File: config.mk
export PLATFORM = sky130hd
export DESIGN_NAME = spart_rx
export DESIGN_NICKNAME = d
export VERILOG_FILES = /design/src/rtl/spart_rx.sv
export SDC_FILE = /design/constraint.sdc
export NUM_CORES = 1
export LEC_CHECK = 0
export CORE_ASPECT_RATIO = 1.75
export CORE_MARGIN = 5
export CORE_UTILIZATION = 49
export CTS_CLUSTER_DIAMETER = 60
export DETAILED_ROUTE_END_ITERATION = 16
export GPL_TIMING_DRIVEN = 0
export MAX_ROUTING_LAYER = met4
export PLACE_DENSITY = 0.69
export SLEW_MARGIN = 20
export SYNTH_ARGS = -nofsm -noshare
export SYNTH_HDL_FRONTEND = slang
export SYNTH_SLANG_ARGS = --single-unit
export TNS_END_PERCENT = 10
File: constraint.sdc
create_clock -name clk -period 1.5 [get_ports clk]
set_clock_uncertainty 0.15 [all_clocks]
set_input_delay 0.225 -clock clk [delete_from_list [all_inputs] [get_ports clk]]
set_output_delay 0.225 -clock clk [all_outputs]
set_load 0.03 [all_outputs]
File: src/rtl/spart_rx.sv
// SPART serial receiver: 2-flop RxD synchronizer, oversampled 8N1 framing, byte + RDA to the bus side.
// Optional SPART_RX_FRAME_ERR_EN adds a frame_err output flagging a low stop-bit sample.
`timescale 1ns/1ps
module spart_rx #(
  parameter int OVERSAMPLE = 16,
  parameter int DATA_BITS  = 8
) (
  input  logic                 clk,
  input  logic                 rst,
  input  logic                 rxEnable,
  input  logic                 RxD,
  input  logic                 rx_clear,
  output logic [DATA_BITS-1:0] rx_data,
  output logic                 RDA
`ifdef SPART_RX_FRAME_ERR_EN
  ,
  output logic                 frame_err
`endif
);

  localparam int CW = $clog2(OVERSAMPLE);
  localparam int BW = (DATA_BITS > 1) ? $clog2(DATA_BITS) : 1;
  localparam logic [CW-1:0] CNT_LAST  = CW'(OVERSAMPLE - 1);
  localparam logic [CW-1:0] CNT_HALF  = CW'(OVERSAMPLE / 2 - 1);
  localparam logic [BW-1:0] BIDX_LAST = BW'(DATA_BITS - 1);

  // Handshake: rx_clear is a one-cycle strobe that drops RDA (and frame_err) on the next
  // edge; a frame completing on that same edge takes priority and leaves RDA set.

  typedef enum logic [1:0] {IDLE, START, DATA, STOP} state_t;

  state_t                 state;
  state_t                 state_nxt;
  logic                   sync_q;
  logic                   rxd_s;
  logic [CW-1:0]          cnt;
  logic [CW-1:0]          cnt_nxt;
  logic [BW-1:0]          bidx;
  logic [BW-1:0]          bidx_nxt;
  logic [DATA_BITS-1:0]   sr;
  logic                   shift_en;
  logic                   done;

  always_ff @(posedge clk) begin
    if (rst) state <= IDLE;
    else     state <= state_nxt;
  end

  always_comb begin
    state_nxt = state;
    if (rxEnable) begin
      case (state)
        IDLE:    if (!rxd_s) state_nxt = START;
        START:   if (cnt == CNT_HALF) state_nxt = rxd_s ? IDLE : DATA;
        DATA:    if (cnt == CNT_LAST && bidx == BIDX_LAST) state_nxt = STOP;
        STOP:    if (cnt == CNT_LAST) state_nxt = IDLE;
        default: state_nxt = IDLE;
      endcase
    end
  end

  // Counter/index updates and the sample/complete strobes; everything waits for a tick.
  always_comb begin
    cnt_nxt  = cnt;
    bidx_nxt = bidx;
    shift_en = 1'b0;
    done     = 1'b0;
    if (rxEnable) begin
      case (state)
        IDLE: cnt_nxt = '0;
        START: begin
          if (cnt == CNT_HALF) begin
            cnt_nxt  = '0;
            bidx_nxt = '0;
          end else begin
            cnt_nxt = cnt + CW'(1);
          end
        end
        DATA: begin
          if (cnt == CNT_LAST) begin
            cnt_nxt  = '0;
            bidx_nxt = bidx + BW'(1);
            shift_en = 1'b1;
          end else begin
            cnt_nxt = cnt + CW'(1);
          end
        end
        STOP: begin
          if (cnt == CNT_LAST) begin
            cnt_nxt = '0;
            done    = 1'b1;
          end else begin
            cnt_nxt = cnt + CW'(1);
          end
        end
        default: cnt_nxt = '0;
      endcase
    end
  end

  always_ff @(posedge clk) begin
    if (rst) begin
      sync_q  <= 1'b1;
      rxd_s   <= 1'b1;
      cnt     <= '0;
      bidx    <= '0;
      sr      <= '0;
      rx_data <= '0;
      RDA     <= 1'b0;
`ifdef SPART_RX_FRAME_ERR_EN
      frame_err <= 1'b0;
`endif
    end else begin
      sync_q <= RxD;
      rxd_s  <= sync_q;
      cnt    <= cnt_nxt;
      bidx   <= bidx_nxt;
      // LSB arrives first, so shifting right lands it in bit 0 after the last sample.
      if (shift_en) sr <= {rxd_s, sr[DATA_BITS-1:1]};
      if (done) begin
        rx_data <= sr;
        RDA     <= 1'b1;
`ifdef SPART_RX_FRAME_ERR_EN
        frame_err <= ~rxd_s;
`endif
      end else if (rx_clear) begin
        RDA <= 1'b0;
`ifdef SPART_RX_FRAME_ERR_EN
        frame_err <= 1'b0;
`endif
      end
    end
  end

endmodule

==> impl_metrics.toml <==
[floorplanning]
ioPinCount = 14
fp.coreArea_mm2 = 0.00266
die_w_um = 49.3
initial_utilization = 0.497
die_area_mm2 = 0.00388
rows = 25
die_h_um = 78.7

[run_status]
run_status = "complete, no violations"

[timing]
finalCritPeriodShare = 0.982
finalHoldViolCount = 0
fmax_mhz = 679
setup_viol = 0
worst_slew_pin_slew_ns = 0.511
period_needed_ns = 1.47
rsz0062_at_grt = "true"
slew_headroom = 0.659
slew_violations = 0

[hold_path]
min_from = "sync_q"
hold_class = "flop to flop"

[setup_path]
critPathSlowestCell = "dfxtp_4"
critPathMostFrequentCell = "buf_6"
r2r_setup_slack_ns = 0.03
start_kind = "flop"
worstPathMaxFanout = 5
worstPathCellList = "ha_4 -> buf_6 -> and4_4 -> buf_6 -> nand3_1 -> a31oi_1"
crit_path_start = "cnt[0]"
reg2reg_from = "cnt[0]"
critPathRequiredTime_ns = 1.55
timing.rr.end = "state[0]"
crit_buf_inv = 2
worstSetupEndpointType = "flop"
arrival_ns = 1.53
endpoint = "state[0]"
cp_top_family = "flip-flops"
cp.depth = 6
crit_type = "flop to flop"
r2r_cells = 6
slowest_delay_ns = 0.39

[clocking]
htreeDepth = 1
clk_pin_slew_ns = 0.09
clock_latency_ns = 0.28
cts-root-buf = "clkbuf_8"
numCtsBuffers = 3
clockBufferDepth = 2
cts_hold_buf = 0
clock-sinks = 28
tritoncts = "yes"

[place]
place.port_buffers = 13
hpwl_um = 2050
place_congestion = 0.849
placedInstanceArea_mm2 = 0.00149

[global_routing]
gr-total-overflow = 0
antenna_found_initial = 0
grt_pass1_wl_um = 4930
grt_pass1_vias = 1080
track_usage = 0.163
grt_max_degree = 16

[finish]
diodes = 0
layout-drive-gt1-share = 0.228
num-nets-final = 180
area_growth_pct = 23.8
fin_util = 0.615
design_area_mm2 = 0.00164

[routing]
drtIter0Drc = 33
drt_wl_total_um = 3080
num_vias = 1163
detail_route.vias_per_cell = 5.87
remaining_drc_errors = 0
ant_nets = 0
wire_per_inst_um = 15.6
first_pass_iters = 4

[synthesis]
yosys.area.top_type = "dfxtp_1"
synth_nets = 157
yosysSeqAreaShare = 0.424
synth.top_cell.area_share = 0.424
yosysUniqueCellTypes = 39
netlist_instances = 149
ys_ff_latch = 28
ys_top_cells_by_area = "dfxtp_1 42%, a21oi_1 7.6%, nand3_1 7.2%, o21ai_0 6.4%, nand2b_1 3.3%"
syn_area_mm2 = 0.00132
yosysWarnings = 0
syn_area_per_cell_um2 = 8.87

[job]
drv_cap = 0

[pwr]
ir_drop_v = 0.000571
p_total_mw = 1.28
powerDensity_mw_per_mm2 = 785
p_leak_nw = 0.612
how the worst min path moves through the flow:
stage,end,slack [ns],depth (start not counted)
floorplan,sync_q,0.18,1
global placement,rxd_s,0.24,1
detailed placement,rxd_s,0.25,1
CTS,rxd_s,0.28,1
global route,rxd_s,0.29,1
finish,rxd_s,0.27,1
area by class of cell:
| type | count | area [um2] |
|---|---|---|
| fill | 243 | 1020 |
| multi-input combinational | 105 | 713 |
| sequential | 28 | 568 |
| timing repair buffer | 18 | 154 |
| buffer | 14 | 104 |
| clock buffer | 4 | 55.1 |
| tap | 27 | 33.8 |
| inverter | 2 | 7.51 |
sequential cells by signal (all words and copies together), names as in the netlist, named ones only:
signal   flops
RDA          1
bidx         3
cnt          4
rx_data      8
rxd_s        1
sr           8
state        1
sync_q       1
synthesized netlist by cell type:
library cell,instances
mux2i_1,3
o21ai_1,1
nor2b_1,3
a21boi_2,1
clkbuf_2,1
xor2_1,1
a41oi_1,1
o211ai_1,1
o21ai_0,17
a2111oi_2,1
dfxtp_1,28
nand4_2,1
or3_1,1
or2_2,2
clkbuf_1,2
buf_4,4
a21oi_1,20
a22oi_1,1
a221oi_2,1
or3b_4,1
a21oi_4,1
and4_2,1
nand3b_1,4
and4_1,1
a31oi_1,1
nand2_1,2
and3b_1,1
nor2_1,3
nand4_1,1
o32ai_1,1
o22ai_1,1
inv_1,2
ha_1,3
and2_2,1
nand3_1,19
and2b_1,1
nand2b_1,7
nand4b_1,1
buf_2,7
cells in the final DEF (no fill, tap or decap), types with 2 or more instances in the layout:
cell type / netlist / final
a21oi_1: 20 / 19
buf_2: 7 / 5
buf_4: 4 / 6
buf_6: 0 / 4
clkbuf_4: 0 / 2
clkbuf_8: 0 / 4
clkdlybuf4s50_1: 0 / 4
dfxtp_1: 28 / 26
dfxtp_4: 0 / 2
dlygate4sd2_1: 0 / 9
ha_1: 3 / 2
inv_1: 2 / 2
mux2i_1: 3 / 3
nand2b_1: 7 / 7
nand3_1: 19 / 19
nand3b_1: 4 / 4
nor2_1: 3 / 3
nor2b_1: 3 / 3
o21ai_0: 17 / 9
o21ai_1: 1 / 8
or2_2: 2 / 2
per-stage QoR:
stage | cells | hold WS [ns] | setup slack, ns | setup TNS, ns
2_1_floorplan | 149 | 0.179 | 0.0171 | 0
3_3_place_gp | 189 | 0.244 | -0.358 | -5.46
3_5_place_dp | 189 | 0.254 | -0.425 | -6.28
4_1_cts | 193 | 0.277 | -0.120 | -0.700
5_1_grt | 198 | 0.294 | -0.0307 | -0.117
6_report | 198 | 0.272 | 0.0273 | 0
metal layers:
layer  wire, um  vias up  global-route usage
met5          0        -                   -
met4         53        0              0.0782
met3        100        6              0.0169
met2       1660       19               0.291
met1       1270      552               0.175
li1           -      586                   -
cells by family (layout without fill, tap and decap cells):
kind of cell | after synthesis | in the layout | share of synthesized area
mux | 3 | 3 | 0.0227
xor+xnor | 1 | 1 | 0.00663
flops | 28 | 28 | 0.424
simple gates | 50 | 50 | 0.232
compound gates | 48 | 48 | 0.222
buf+inv | 16 | 38 | 0.0644
fa+ha+maj | 3 | 3 | 0.0284
power by group:
part / switching (mW) / internal [mW] / total, mW
Clock: 0.236 / 0.235 / 0.471
Sequential: 0.00264 / 0.743 / 0.746
Combinational: 0.0373 / 0.0297 / 0.0670
Total: 0.276 / 1.01 / 1.28
repair_timing:
action	4_1_cts	5_1_grt
setup endpoints to repair	29	24
resized for setup	16	26
endpoints found under the hold margin	0	0
pin swaps	2	6
setup buffers	0	3
gates cloned	0	2
No activity file was read; power rests on OpenSTA's default activity.
